--- src/rtl/bus_port_pkg.sv ---
// Shared constants for the bus port: destination ID field, broadcast ID and error flag positions.
package bus_port_pkg;

  localparam int unsigned ID_W = 8;
  localparam logic [ID_W-1:0] BROADCAST_ID = 8'hFF;

  // Bit positions inside the sticky err vector
  typedef enum logic [1:0] {
    ERR_POP_EMPTY = 2'd0,
    ERR_TX_OVF    = 2'd1,
    ERR_RX_OVF    = 2'd2
  } err_idx_e;

endpackage

--- src/rtl/sync_fifo.sv ---
// First-word fall-through synchronous FIFO with occupancy count; a read and a write in the
// same cycle both succeed even when full.
module sync_fifo #(
  parameter int unsigned width = 16,
  parameter int unsigned depth = 8
) (
  input  logic                         clk,
  input  logic                         reset,
  input  logic                         wr_en,
  input  logic [width-1:0]             wr_data,
  input  logic                         rd_en,
  output logic [width-1:0]             rd_data,
  output logic [$clog2(depth+1)-1:0]   count,
  output logic                         full,
  output logic                         empty
);

  localparam int unsigned PTR_W = $clog2(depth);
  localparam int unsigned CNT_W = $clog2(depth+1);

  logic [width-1:0] mem [depth];
  logic [PTR_W-1:0] wr_ptr;
  logic [PTR_W-1:0] rd_ptr;
  logic             do_rd;
  logic             do_wr;

  assign empty   = (count == '0);
  assign full    = (count == CNT_W'(depth));
  assign rd_data = mem[rd_ptr];
  assign do_rd   = rd_en && !empty;
  // A write into a full FIFO is legal when the head retires on the same edge
  assign do_wr   = wr_en && (!full || do_rd);

  always_ff @(posedge clk) begin
    if (reset) begin
      wr_ptr <= '0;
      rd_ptr <= '0;
      count  <= '0;
    end else begin
      if (do_wr) wr_ptr <= wr_ptr + PTR_W'(1);
      if (do_rd) rd_ptr <= rd_ptr + PTR_W'(1);
      case ({do_wr, do_rd})
        2'b10:   count <= count + CNT_W'(1);
        2'b01:   count <= count - CNT_W'(1);
        default: count <= count;
      endcase
    end
  end

  // Storage is not reset; only pointers and count define validity
  always_ff @(posedge clk) begin
    if (do_wr && !reset) mem[wr_ptr] <= wr_data;
  end

endmodule

--- src/rtl/bus_port_fifo.sv ---
// Bus device port: host-to-bus TX FIFO and bus-to-host RX FIFO with destination ID filtering,
// misroute pulse and sticky error flags.
module bus_port_fifo
  import bus_port_pkg::*;
#(
  parameter int unsigned     bits      = 1,
  parameter int unsigned     drvrs     = 4,
  parameter int unsigned     pckg_sz   = 16,
  parameter logic [ID_W-1:0] broadcast = BROADCAST_ID,
  parameter int unsigned     id        = 0,
  parameter int unsigned     depth     = 8
) (
  input  logic                        clk,
  input  logic                        reset,
  input  logic                        wr_en,
  input  logic [pckg_sz-1:0]          wr_data,
  output logic                        tx_full,
  output logic                        pndng,
  output logic [pckg_sz-1:0]          D_pop,
  input  logic                        pop,
  input  logic                        push,
  input  logic [pckg_sz-1:0]          D_push,
  input  logic                        rd_en,
  output logic [pckg_sz-1:0]          rd_data,
  output logic                        rx_empty,
  output logic [$clog2(depth+1)-1:0]  tx_count,
  output logic [$clog2(depth+1)-1:0]  rx_count,
  output logic                        misroute,
  output logic [2:0]                  err
);

  if (bits != 1 || id >= drvrs || depth < 2 || (depth & (depth - 1)) != 0) begin : g_bad_params
    $error("bus_port_fifo: unsupported parameter combination");
  end

  logic              tx_empty;
  logic              rx_full;
  logic              id_match;
  logic              rx_wr;
  logic [2:0]        err_set;
  logic [ID_W-1:0]   dest;

  assign pndng    = !tx_empty;
  assign dest     = D_push[pckg_sz-1 -: ID_W];
  assign id_match = (dest == ID_W'(id)) || (dest == broadcast);
  assign rx_wr    = push && id_match;

  sync_fifo #(.width(pckg_sz), .depth(depth)) u_tx_fifo (
    .clk     (clk),
    .reset   (reset),
    .wr_en   (wr_en),
    .wr_data (wr_data),
    .rd_en   (pop),
    .rd_data (D_pop),
    .count   (tx_count),
    .full    (tx_full),
    .empty   (tx_empty)
  );

  sync_fifo #(.width(pckg_sz), .depth(depth)) u_rx_fifo (
    .clk     (clk),
    .reset   (reset),
    .wr_en   (rx_wr),
    .wr_data (D_push),
    .rd_en   (rd_en),
    .rd_data (rd_data),
    .count   (rx_count),
    .full    (rx_full),
    .empty   (rx_empty)
  );

  // New error events this cycle; a same-cycle retire rescues a write into a full FIFO
  always_comb begin
    err_set                = '0;
    err_set[ERR_POP_EMPTY] = pop && tx_empty;
    err_set[ERR_TX_OVF]    = wr_en && tx_full && !pop;
    err_set[ERR_RX_OVF]    = rx_wr && rx_full && !rd_en;
  end

  always_ff @(posedge clk) begin
    if (reset) begin
      err      <= '0;
      misroute <= 1'b0;
    end else begin
      err      <= err | err_set;
      misroute <= push && !id_match;
    end
  end

endmodule

--- config.mk ---
export PLATFORM = sky130hd
export DESIGN_NAME = bus_port_fifo
export DESIGN_NICKNAME = d
export VERILOG_FILES = /design/src/rtl/bus_port_pkg.sv /design/src/rtl/sync_fifo.sv /design/src/rtl/bus_port_fifo.sv
export SDC_FILE = /design/constraint.sdc
export NUM_CORES = 1
export LEC_CHECK = 0
export CAP_MARGIN = 20
export CORE_ASPECT_RATIO = 1.5
export CORE_MARGIN = 2
export CORE_UTILIZATION = 65
export DETAILED_ROUTE_END_ITERATION = 10
export DONT_BUFFER_PORTS = 1
export GPL_ROUTABILITY_DRIVEN = 0
export GPL_TIMING_DRIVEN = 0
export PLACE_DENSITY = 0.81
export SLEW_MARGIN = 20
export SYNTH_ARGS = -nofsm -noshare
export SYNTH_HDL_FRONTEND = slang
export SYNTH_SLANG_ARGS = --single-unit
export TNS_END_PERCENT = 100
--- constraint.sdc ---
create_clock -name clk -period 6 [get_ports clk]
set_input_delay 0.9 -clock clk [delete_from_list [all_inputs] [get_ports clk]]
set_output_delay 0.9 -clock clk [all_outputs]
set_load 0.01 [all_outputs]
# == Word level (Yosys, flattened, before mapping) ==
# Memories as Yosys holds them, arrays and structs flattened. A register that Yosys moved wholly into a read port is not among the register bits.
# Index checks and enable logic that the tools add are counted.
# word_totals
n_memories,2
latch_bits,0
romBits,0
ram_bits,256
reg_bits,24
in_bits,38
wordCells,65
# op_classes
eq_ne,7
div,0
n_reduce_logical,29
shift,0
order_cmp,0
n_addsub,8
n_bitwise,1
n_mul,0
n_mux,10
# mem_list
memory,depth,width,read_ports,rd_clocked_by_memory_dff,write_ports,line_no,source
u_rx_fifo.mem,8,16,1,1,1,sync_fifo.sv:21,logic [width-1:0] mem [depth];
u_tx_fifo.mem,8,16,1,1,1,sync_fifo.sv:21,
# ops
op,count
$pmux W4 S2,2
$logic_and A1 B1 Y1,13
$add A3 B1 Y3 const B,4
$mux W3,4
$add A4 B1 Y4 const B,2
$eq A4 B4 Y1 const B,2
$eq A8 B8 Y1 const B,1
$logic_not A1 Y1,8
$logic_not A4 Y1,2
$logic_not A8 Y1,1
$sub A4 B1 Y4 const B,2
$eq A2 B1 Y1 const B,2
$eq A2 B2 Y1 const B,2
$mux W1,4
$reduce_bool A2 Y1,2
$logic_or A1 B1 Y1,3
$or A3 B3 Y3,1

# == Depth between registers and ports, before layout ==
# Gate-level depths: netlist of the first run.
# depth
depth_word,8
mapped_depth,11
mapped_depth_nobuf,11

# == By module ==
# Synthesis of the first run repeated with hierarchy kept, for this count alone.
# unflattened
cells_unflattened,563
area_unflattened_um2,11390.9
# by_module_without_submodules
module,n_inst,cells_per_inst,area_each_um2
sync_fifo at u_rx_fifo,1,271,5605.4
sync_fifo at u_tx_fifo,1,271,5596.6
bus_port_fifo,1,21,188.9

# == Worst setup path before layout of the first run ==
# OpenSTA, ideal clock, no wires.
# synth_path
kind,in2reg
startpoint,in D_push[8]
endpoint,"mem u_rx_fifo.mem[1][0], enable pin"
required_ns,5.564
n_path_buf,0
arrival_time_ns,3.373
setup_time_ns,0.436
path_slack_ns,2.190
stages,4
path_cell_list,nor4_1 > and2_1 > o21ai_1 > nor4b_1
# synth_via
elab_chain_len,7
# synth_rtl
item,line_no,source
"start, declared",bus_port_fifo.sv:22,"input logic [pckg_sz-1:0] D_push,"
$eq A8 B8 Y1 / $logic_not A8 Y1 (equally long branches),bus_port_fifo.sv:45,assign id_match = (dest == ID_W'(id)) || (dest == broadcast);
$logic_or A1 B1 Y1 (*),bus_port_fifo.sv:45,
$logic_and A1 B1 Y1 (*),bus_port_fifo.sv:46,assign rx_wr = push && id_match;
$logic_and A1 B1 Y1 (*),sync_fifo.sv:32,assign do_wr = wr_en && (!full || do_rd);
$logic_and A1 B1 Y1 (*),sync_fifo.sv:52,if (do_wr && !reset) mem[wr_ptr] <= wr_data;
$mux W1 (*),sync_fifo.sv:52,
$mux W1 (implied by the code) (*),sync_fifo.sv:52,
"end, declared",sync_fifo.sv:21,
# Mark *: on every way between the ends. The rest lies on a longest branch, timed or not.

==> impl_metrics.toml, run 1 <==
[clocking]
post_cts_resize_count = 0
clockBufferDepth = 3
cts_max_level = 1
root_buffer = "clkbuf_16"
cts_hold_buf = 0
cts_sinks = 286
postCtsSetupBuffers = 0
cts_tree = "built"
clk_pin_slew_ns = 0.07
cts_inserted_buffers = 25
clk_latency_ns = 0.52

[hold_path]
hold_start = "wr_data[12]"
min_path_type = "primary input to flip-flop"
hold_depth = 0
worstHoldEndpoint = "u_tx_fifo.mem[7][12]"

[floorplan]
die_w_microns = 111
die_area_sq_um = 18300
fp.dieH_microns = 165
rows = 58
core_area_sq_um = 16800
initial_core_util = 0.666
ios = 85

[synthesis]
syn_nets = 604
yosys_warnings = 0
synth_cell_types = 48
synth_mux_area_frac = 0.169
synthAdderAreaFrac = 0.0136
yosys.area_share.simple = 0.0428
ys_seq_area_frac = 0.739
netlist_area_sq_um = 11200
synth_top_family_by_area = "multiplexers"
avgSynthCellArea_sq_um = 20.2
synth_edf_count = 256
synthCells = 555
synth_ff_type = "edfxtp_1"
synth-compound-area-share = 0.0164
ys_async_sr_fraction = 0
synth_xor_xnor_area_share = 0.00547
ys_seq_elements = 286

[detailed_routing]
post_drt_wl_per_cell_microns = 25.6
routed_wl_mm = 21.9
drt_iter0_drc = 360
vias = 5453
vias_per_cell = 6.38
ant_nets = 0
dr.pass1.iters = 5
drc = 0

[placement]
port-buffer-count = 0
dp_hpwl_mm = 15.5
pre_cts_ws_ns = 2.23

[sta]
tns_ns = 0
final.min_clock_period_ns = 3.34
slew_headroom = 0.347
fmax_mhz = 299
setup_viol = 0
whs_ns = 0.469
fin_crit_sh = 0.557
timing.final.ws_setup_ns = 2.66
fin_skew_ns = 0.0158
tightest_slew_ns = 0.972
grt_setup_unrepaired = "false"
timing.final.hold_violations = 0
final_max_slew_viol_count = 0

[global_route]
grt_pass1_wl_mm = 33.5
grt_pass1_vias = 5918
antenna_found_initial = 0
track_usage = 0.244
grt_max_degree = 19
overflow = 0

[worst_setup_path]
path_delay_family = "multiplexers"
required_ns = 5.10
crit_type = "flip-flop to output port"
arrival_ns = 2.44
regToRegEndpoint = "u_rx_fifo.count[3]"
worstReg2RegStart = "u_rx_fifo.count[0]"
critPathBufInv = 2
worstPathMaxFanout = 10
cp_slowest_cell = "mux4_2"
cp-end-kind = "output port"
slowest_delay_ns = 0.57
reg2reg_slack_ns = 2.88
path_cells = "clkbuf_1 > buf_2 > mux4_2 > mux2_2"
rr_worst_depth = 10
start_kind = "flip-flop"

[pwr]
p_total_mw = 4.16
power_density_nw_per_um2 = 329
ir_drop_mv = 0.368
p_leak_nw = 4.02

[layout]
final_util = 0.751
syn_to_final_growth_pct = 12.7
drive_gt1_frac = 0.340
insertedDiodeCount = 0
nets = 675

[run_status]
status = "completed"

[run]
cap_violations = 0
==> layer usage <==
metal	part of all wire	track usage	wire, microns	vias up
li1	-	-	-	2407
met1	0.34	0.265	7350	2827
met2	0.58	0.478	12700	181
met3	0.059	0.0532	1290	38
met4	0.023	0.0679	504	0
met5	0	0	0	-
==> through the flow <==
stage,std cells,instance area [sq um]
floorplan,555,11200
global placement,765,11500
detailed placement,809,11900
CTS,855,12600
global route,855,12600
finish,855,12600
==> state kept, by name, summed over array words and instances, names as in the netlist, named ones only <==
register          cells
u_tx_fifo.rd_ptr      3
u_tx_fifo.count       4
u_rx_fifo.mem       128
u_tx_fifo.mem       128
misroute              1
err                   3
u_rx_fifo.wr_ptr      3
u_rx_fifo.rd_ptr      3
u_tx_fifo.wr_ptr      3
u_rx_fifo.count       4
==> synth_stat cells (all sizes together), types with 2 or more instances <==
library cell  instances  share of area
o211ai                2         0.0013
nor3                  5         0.0022
clkbuf               11         0.0037
nor4b                 4         0.0031
nor3b                 2         0.0018
a21oi                13         0.0068
nor4                 11         0.0061
or4                   2         0.0017
xor2                  6         0.0047
inv                  10         0.0036
a211oi                3         0.0020
edfxtp              256           0.69
or2                   2         0.0011
nand4                 2         0.0011
dfxtp                30          0.054
fa                    2         0.0036
nor2b                 4         0.0022
mux2i                 3         0.0027
nand3                 5         0.0022
mux2                 37          0.038
mux4                 64           0.13
ha                    9          0.010
nand2b                7         0.0039
nor2                 25         0.0084
buf                  14         0.0064
o21ai                 2         0.0012
or3                   2         0.0011
a31oi                 2         0.0011
and2                  3         0.0017
nand2                 8         0.0041
==> worst reg2reg max path: stages, from the launching register on <==
cell	delay [ns]
dfxtp_1	0.40
or3_1	0.43
nor3b_2	0.28
buf_2	0.33
or2_2	0.17
ha_1	0.20
ha_1	0.28
a21oi_1	0.17
a21oi_1	0.12
or4_1	0.50
a21oi_1	0.16
==> how the worst max path moves through the flow <==
stage,start,end,depth (start not counted)
after floorplan,D_push[8],u_rx_fifo.mem[1][0],4
after global placement,D_push[8],u_rx_fifo.mem[3][3],4
after detailed placement,D_push[8],u_rx_fifo.count[3],10
after CTS,flip-flop,D_pop[5],4
after global routing,flip-flop,D_pop[5],4
final,flip-flop,D_pop[5],4
==> where the power goes <==
group | total [mW] | leakage (nW) | internal, mW | switching [mW]
Combinational | 0.405 | 1.10 | 0.195 | 0.210
Sequential | 2.24 | 2.55 | 2.20 | 0.0376
Clock | 1.51 | 0.373 | 0.820 | 0.693
Total | 4.16 | 4.02 | 3.22 | 0.941
==> cells by family (layout without fill, tap and decap cells) <==
family	count (synthesis)	in the layout
DFF	286	286
buffers and inverters	35	125
adders and majority gates	11	11
xor gates and xnor gates	7	7
muxes	104	104
AOI/OAI and AO/OA	27	27
and+or+nand+nor	85	85
==> layout make-up <==
class | instances | area, sq um
sequential | 286 | 8290
fill | 931 | 4190
multi-input combinational | 234 | 2870
clock buffer | 28 | 637
timing repair buffer | 44 | 297
tap | 210 | 263
clock inverter | 18 | 138
buffer | 25 | 113
inverter | 10 | 40.0
==> layout by cell type, fill, tap and decap left out, types with 3 or more instances in the layout <==
cell / n
a21oi_1: 12
buf_6: 4
nor4_2: 8
xor2_1: 6
nand2b_1: 7
mux4_2: 64
mux2_2: 34
buf_4: 23
clkinv_1: 5
clkinv_2: 4
inv_6: 3
inv_1: 9
clkbuf_16: 25
a211oi_1: 3
mux2i_1: 3
nor2_1: 25
nand2_1: 7
nor3_2: 4
dfxtp_1: 30
edfxtp_1: 256
clkinvlp_4: 3
clkbuf_1: 14
buf_1: 4
mux2_4: 3
nor4b_2: 4
nand3_1: 5
nor4_1: 3
ha_1: 9
and2_1: 3
buf_2: 27
nor2b_1: 4
Power figures use the tool's default switching activity.
==> inputs of run 2 (changes only) <==
--- a/config.mk
+++ b/config.mk
@@ -8,12 +8,12 @@
 export CAP_MARGIN = 20
 export CORE_ASPECT_RATIO = 1.5
 export CORE_MARGIN = 2
-export CORE_UTILIZATION = 65
+export CORE_UTILIZATION = 57
 export DETAILED_ROUTE_END_ITERATION = 10
 export DONT_BUFFER_PORTS = 1
 export GPL_ROUTABILITY_DRIVEN = 0
 export GPL_TIMING_DRIVEN = 0
-export PLACE_DENSITY = 0.81
+export PLACE_DENSITY = 0.75
 export SLEW_MARGIN = 20
 export SYNTH_ARGS = -nofsm -noshare
 export SYNTH_HDL_FRONTEND = slang
==> constraint.sdc (replaced) <==
create_clock -name clk -period 2.9 [get_ports clk]
set_input_delay 0.435 -clock clk [delete_from_list [all_inputs] [get_ports clk]]
set_output_delay 0.435 -clock clk [all_outputs]
set_load 0.01 [all_outputs]
==> run 2 against run 1 <==
Net effect:
- wire length is 1.4% higher
- die area is 14% higher
- non-clock buffer count is 30 higher
- critical path type unchanged
==> impl_metrics.toml, run 2 (same netlist as run 1, synthesis figures left out) <==
[clocking]
clk_latency_ns = 0.52
root_buffer = "clkbuf_16"
clockBufferDepth = 3
cts_inserted_buffers = 25
cts_sinks = 286
cts_max_level = 1
clk_pin_slew_ns = 0.07
cts_tree = "built"

[global_route]
use_met3 = 0.0399
antenna_found_initial = 0
overflow = 0
track_usage = 0.217
grt_pass1_wl_mm = 34.2
grt_pass1_vias = 6012
met2_usage = 0.413
grt_max_degree = 17
grt_busiest_layer = "met2"
use_met1 = 0.251

[floorplan]
initial_core_util = 0.583
die_w_microns = 119
ios = 85
core_area_sq_um = 19200
die_area_sq_um = 20800
fp.dieH_microns = 176
rows = 62

[worst_setup_path]
start_kind = "flip-flop"
regToRegEndpoint = "u_rx_fifo.count[3]"
rr_worst_depth = 10
required_ns = 2.47
cp-end-kind = "output port"
worstSetupEndpoint = "D_pop[10]"
crit_type = "flip-flop to output port"
worstPathMaxFanout = 10
arrival_ns = 2.33
worstReg2RegStart = "u_rx_fifo.count[0]"
reg2reg_slack_ns = 0.20

[detailed_routing]
drc = 0
post_drt_wl_per_cell_microns = 23.8
drt_iter0_drc = 384
dr.pass1.iters = 4
routed_wl_mm = 22.2
vias = 5637
vias_per_cell = 6.06
ant_nets = 0

[layout]
reg_top3 = "u_rx_fifo.mem (128), u_tx_fifo.mem (128)"
fill_cells = 1251
register_area_sq_um = 8290
insertedDiodeCount = 0
drive_gt1_frac = 0.334
mostFrequentLayoutCells = "edfxtp_1, mux4_2, mux2_2, dlygate4sd3_1, dfxtp_1"
layoutNonFillerInstCount = 930
syn_to_final_growth_pct = 17.0
finalInstanceArea_sq_um = 13100
layout_commonest_cell = "edfxtp_1"
multi_input_area_sq_um = 2960
final_util = 0.682
nets = 705

[run]
cap_violations = 0

[placement]
dp_hpwl_mm = 15.1
port-buffer-count = 0
placed_area_sq_um = 11900
dp_cells = 847

[run_status]
status = "completed"

[sta]
timing.final.hold_violations = 0
slew_headroom = 0.476
fin_crit_sh = 0.955
tns_ns = 0
whs_ns = 0.0678
setup_viol = 0
final.min_clock_period_ns = 2.77
grt_setup_unrepaired = "true"
fmax_mhz = 361
tightest_slew_ns = 0.781
fin_skew_ns = 0.00837
final_max_slew_viol_count = 0

[hold_path]
min_path_type = "primary input to flip-flop"

[pwr]
ir_drop_mv = 0.495
power_density_nw_per_um2 = 657
p_leak_nw = 4.14
==> run 2: changes by cell type in the layout (fill, tap and decap cells not counted), moves of 4 or more <==
cell	before	now
nor4_4	0	4
dlygate4sd3_1	0	32
clkbuf_4	0	5
buf_6	4	9
buf_2	27	17
==> run 2: stage by stage <==
stage | worst slack [ns] | power, mW
2_1_floorplan | -0.445 | 5.39
3_3_place_gp | -2.31 | 5.52
3_5_place_dp | -0.425 | 5.56
4_1_cts | 0.000615 | 8.68
5_1_grt | 0.0000324 | 8.93
6_report | 0.132 | 8.62
==> run 2: worst min-delay path by stage <==
stage	from	end	slack [ns]	depth (start not counted)
floorplan	u_tx_fifo.rd_ptr[1]	flip-flop	0.45	2
global placement	u_tx_fifo.rd_ptr[1]	u_tx_fifo.rd_ptr[1]	0.47	2
detailed placement	u_tx_fifo.rd_ptr[1]	flip-flop	0.49	2
CTS	pop	err[0]	0.05	2
global route	wr_en	err[1]	0.07	2
finish	pop	err[0]	0.07	2
==> run 2: worst max-delay path, cell delays in order (launching register included) <==
cell and delay (ns):
dfxtp_1 0.45, clkbuf_1 0.62, mux4_2 0.42, mux2_2 0.31
==> run 2: power by group <==
group / switching (mW) / internal, mW
clock: 1.39 / 1.68
sequential: 0.0799 / 4.56
combinational: 0.482 / 0.443
==> run 2: what timing repair did <==
| action | in CTS | in global routing |
|---|---|---|
| endpoints found under the setup margin | 11 | 53 |
| pin swaps | 0 | 2 |
| resized for setup | 4 | 18 |
| hold endpoints to repair | 256 | 0 |
| buffers inserted | 0 | 6 |
| hold buffers | 32 | 0 |
==> run 2: final cells by class <==
type                    instances  area share
plain buffers                  25      0.0103
clock buffers                  29      0.0488
clock inverters                16     0.00849
inverters                      10     0.00305
multi-input cells             234       0.226
flip-flops and latches        286       0.632
well taps                     256      0.0244
repair buffers                 74      0.0476
==> run 2: per-layer routing <==
metal  vias up  wire, microns
met1      2984           8060
li1       2460              -
met5         -              0
met4         0            460
met3        31           1120
met2       162          12500
==> inputs of run 3 (changes only) <==
--- a/config.mk
+++ b/config.mk
@@ -8,12 +8,13 @@
 export CAP_MARGIN = 20
 export CORE_ASPECT_RATIO = 1.5
 export CORE_MARGIN = 2
-export CORE_UTILIZATION = 57
+export CORE_UTILIZATION = 59
+export CTS_BUF_LIST = sky130_fd_sc_hd__clkbuf_8
 export DETAILED_ROUTE_END_ITERATION = 10
 export DONT_BUFFER_PORTS = 1
 export GPL_ROUTABILITY_DRIVEN = 0
 export GPL_TIMING_DRIVEN = 0
-export PLACE_DENSITY = 0.75
+export PLACE_DENSITY = 0.78
 export SLEW_MARGIN = 20
 export SYNTH_ARGS = -nofsm -noshare
 export SYNTH_HDL_FRONTEND = slang
==> run 3 against run 2 <==
Net effect:
- count of clock-buffer cells in the layout up 14
- die area decreased by 3.3%
- via count up 0.64%
- design area shrank 0.71%
- critical path type unchanged
==> impl_metrics.toml, run 3 (same netlist as run 1, synthesis figures left out) <==
[run_status]
status = "completed"

[sta]
setup_viol = 0
tightest_slew_ns = 0.786
final_max_slew_viol_count = 0
fin_skew_ns = 0.0279
fin_crit_sh = 0.963
timing.final.ws_setup_ns = 0.108
whs_ns = 0.0616
final.min_clock_period_ns = 2.79
slew_headroom = 0.476
fmax_mhz = 358
timing.final.hold_violations = 0
tns_ns = 0

[layout]
layout_commonest_cell = "edfxtp_1"
reg_top3 = "u_rx_fifo.mem (128), u_tx_fifo.mem (128)"
insertedDiodeCount = 0
syn_to_final_growth_pct = 16.1
mostFrequentLayoutCells = "edfxtp_1, mux4_2, clkbuf_8, mux2_2, dlygate4sd3_1"
drive_gt1_frac = 0.337
final_util = 0.700
nets = 714
layoutNonFillerInstCount = 941
finalInstanceArea_sq_um = 13000
fill_cells = 1156

[worst_setup_path]
cp-end-kind = "output port"
reg2reg_slack_ns = 0.16
crit_type = "flip-flop to output port"
worstSetupEndpoint = "rd_data[4]"
cp_slowest_cell = "clkbuf_1"
arrival_ns = 2.36
worstPathMaxFanout = 10
start_kind = "flip-flop"
slowest_delay_ns = 0.63
rr_worst_depth = 10
path_cells = "clkbuf_1 > mux4_2 > mux2_2"
worstReg2RegStart = "u_rx_fifo.count[0]"
required_ns = 2.47
regToRegEndpoint = "u_rx_fifo.count[3]"

[clocking]
cts_max_level = 2
clk_pin_slew_ns = 0.06
clockBufferDepth = 3
root_buffer = "clkbuf_8"
cts_sinks = 286
clk_latency_ns = 0.53
cts_tree = "built"
cts_inserted_buffers = 39

[floorplan]
die_area_sq_um = 20200
die_w_microns = 117
initial_core_util = 0.602
fp.dieH_microns = 173
core_area_sq_um = 18600
rows = 61
ios = 85

[pwr]
ir_drop_mv = 0.529
p_total_mw = 8.41
p_leak_nw = 4.16
power_density_nw_per_um2 = 645

[detailed_routing]
drc = 0
drt_iter0_drc = 382
vias = 5673
dr.pass1.iters = 5
vias_per_cell = 6.03
post_drt_wl_per_cell_microns = 23.6
ant_nets = 0
routed_wl_mm = 22.2

[placement]
pre_cts_ws_ns = -0.687
dp_cells = 843
port-buffer-count = 0
placed_area_sq_um = 11900
dp_hpwl_mm = 15.4

[global_route]
overflow = 0
grt_max_degree = 12
antenna_found_initial = 0
grt_pass1_wl_mm = 34.3
grt_pass1_vias = 6189
track_usage = 0.228

[hold_path]
hold_depth = 2
min_path_type = "primary input to flip-flop"

[run]
cap_violations = 0
[run 3: changes by cell type in the layout (fill, tap and decap cells not counted), moves of 2 or more]
cell / change
clkbuf_1: -4
clkinv_2: -2
clkinv_1: -2
clkbuf_4: -3
clkbuf_16: -25
buf_2: -2
inv_1: +11
clkbuf_8: +43
[run 3: how the worst min path moves through the flow]
stage                        startpoint                  end  slack (ns)
CTS                                 pop               err[0]        0.03
detailed placement  u_tx_fifo.rd_ptr[1]  u_tx_fifo.rd_ptr[1]        0.51
global route                        pop               err[0]        0.04
floorplan           u_tx_fifo.rd_ptr[1]            flip-flop        0.45
finish                              pop               err[0]        0.06
global placement    u_tx_fifo.rd_ptr[1]  u_tx_fifo.rd_ptr[1]        0.48
[run 3: critical path: cells and delay by family (launching register included)]
| kind | cells | cell delay (ns) |
|---|---|---|
| multiplexers | 2 | 0.76 |
| buffers and inverters | 1 | 0.63 |
| flip-flops | 1 | 0.44 |
[run 3: layout make-up]
| type | count | area, sq um | area share |
|---|---|---|---|
| Clock buffer | 43 | 592 | 0.0454 |
| Sequential cell | 286 | 8290 | 0.636 |
| Multi-Input combinational cell | 234 | 2930 | 0.225 |
| Timing Repair Buffer | 70 | 599 | 0.0460 |
| Buffer | 24 | 130 | 0.00999 |
| Inverter | 10 | 40.0 | 0.00307 |
| Tap cell | 252 | 315 | 0.0242 |
| Clock inverter | 22 | 130 | 0.00999 |
[run 3: power by group]
group | internal, mW | switching (mW)
Combinational | 0.437 | 0.473
Clock | 1.45 | 1.41
Sequential | 4.56 | 0.0763
[run 3: timing repair]
item,CTS,global route
gates resized for setup,9,6
hold endpoints to repair,256,0
pin swaps,0,1
setup buffers,0,2
hold buffers,32,0
setup endpoints to repair,19,22
[run 3: layer usage]
layer | up-vias | routed length [microns] | track usage
li1 | 2483 | - | -
met2 | 191 | 12600 | 0.418
met4 | 0 | 551 | 0.0804
met3 | 52 | 1230 | 0.0470
met1 | 2947 | 7810 | 0.260
met5 | - | 0 | 0
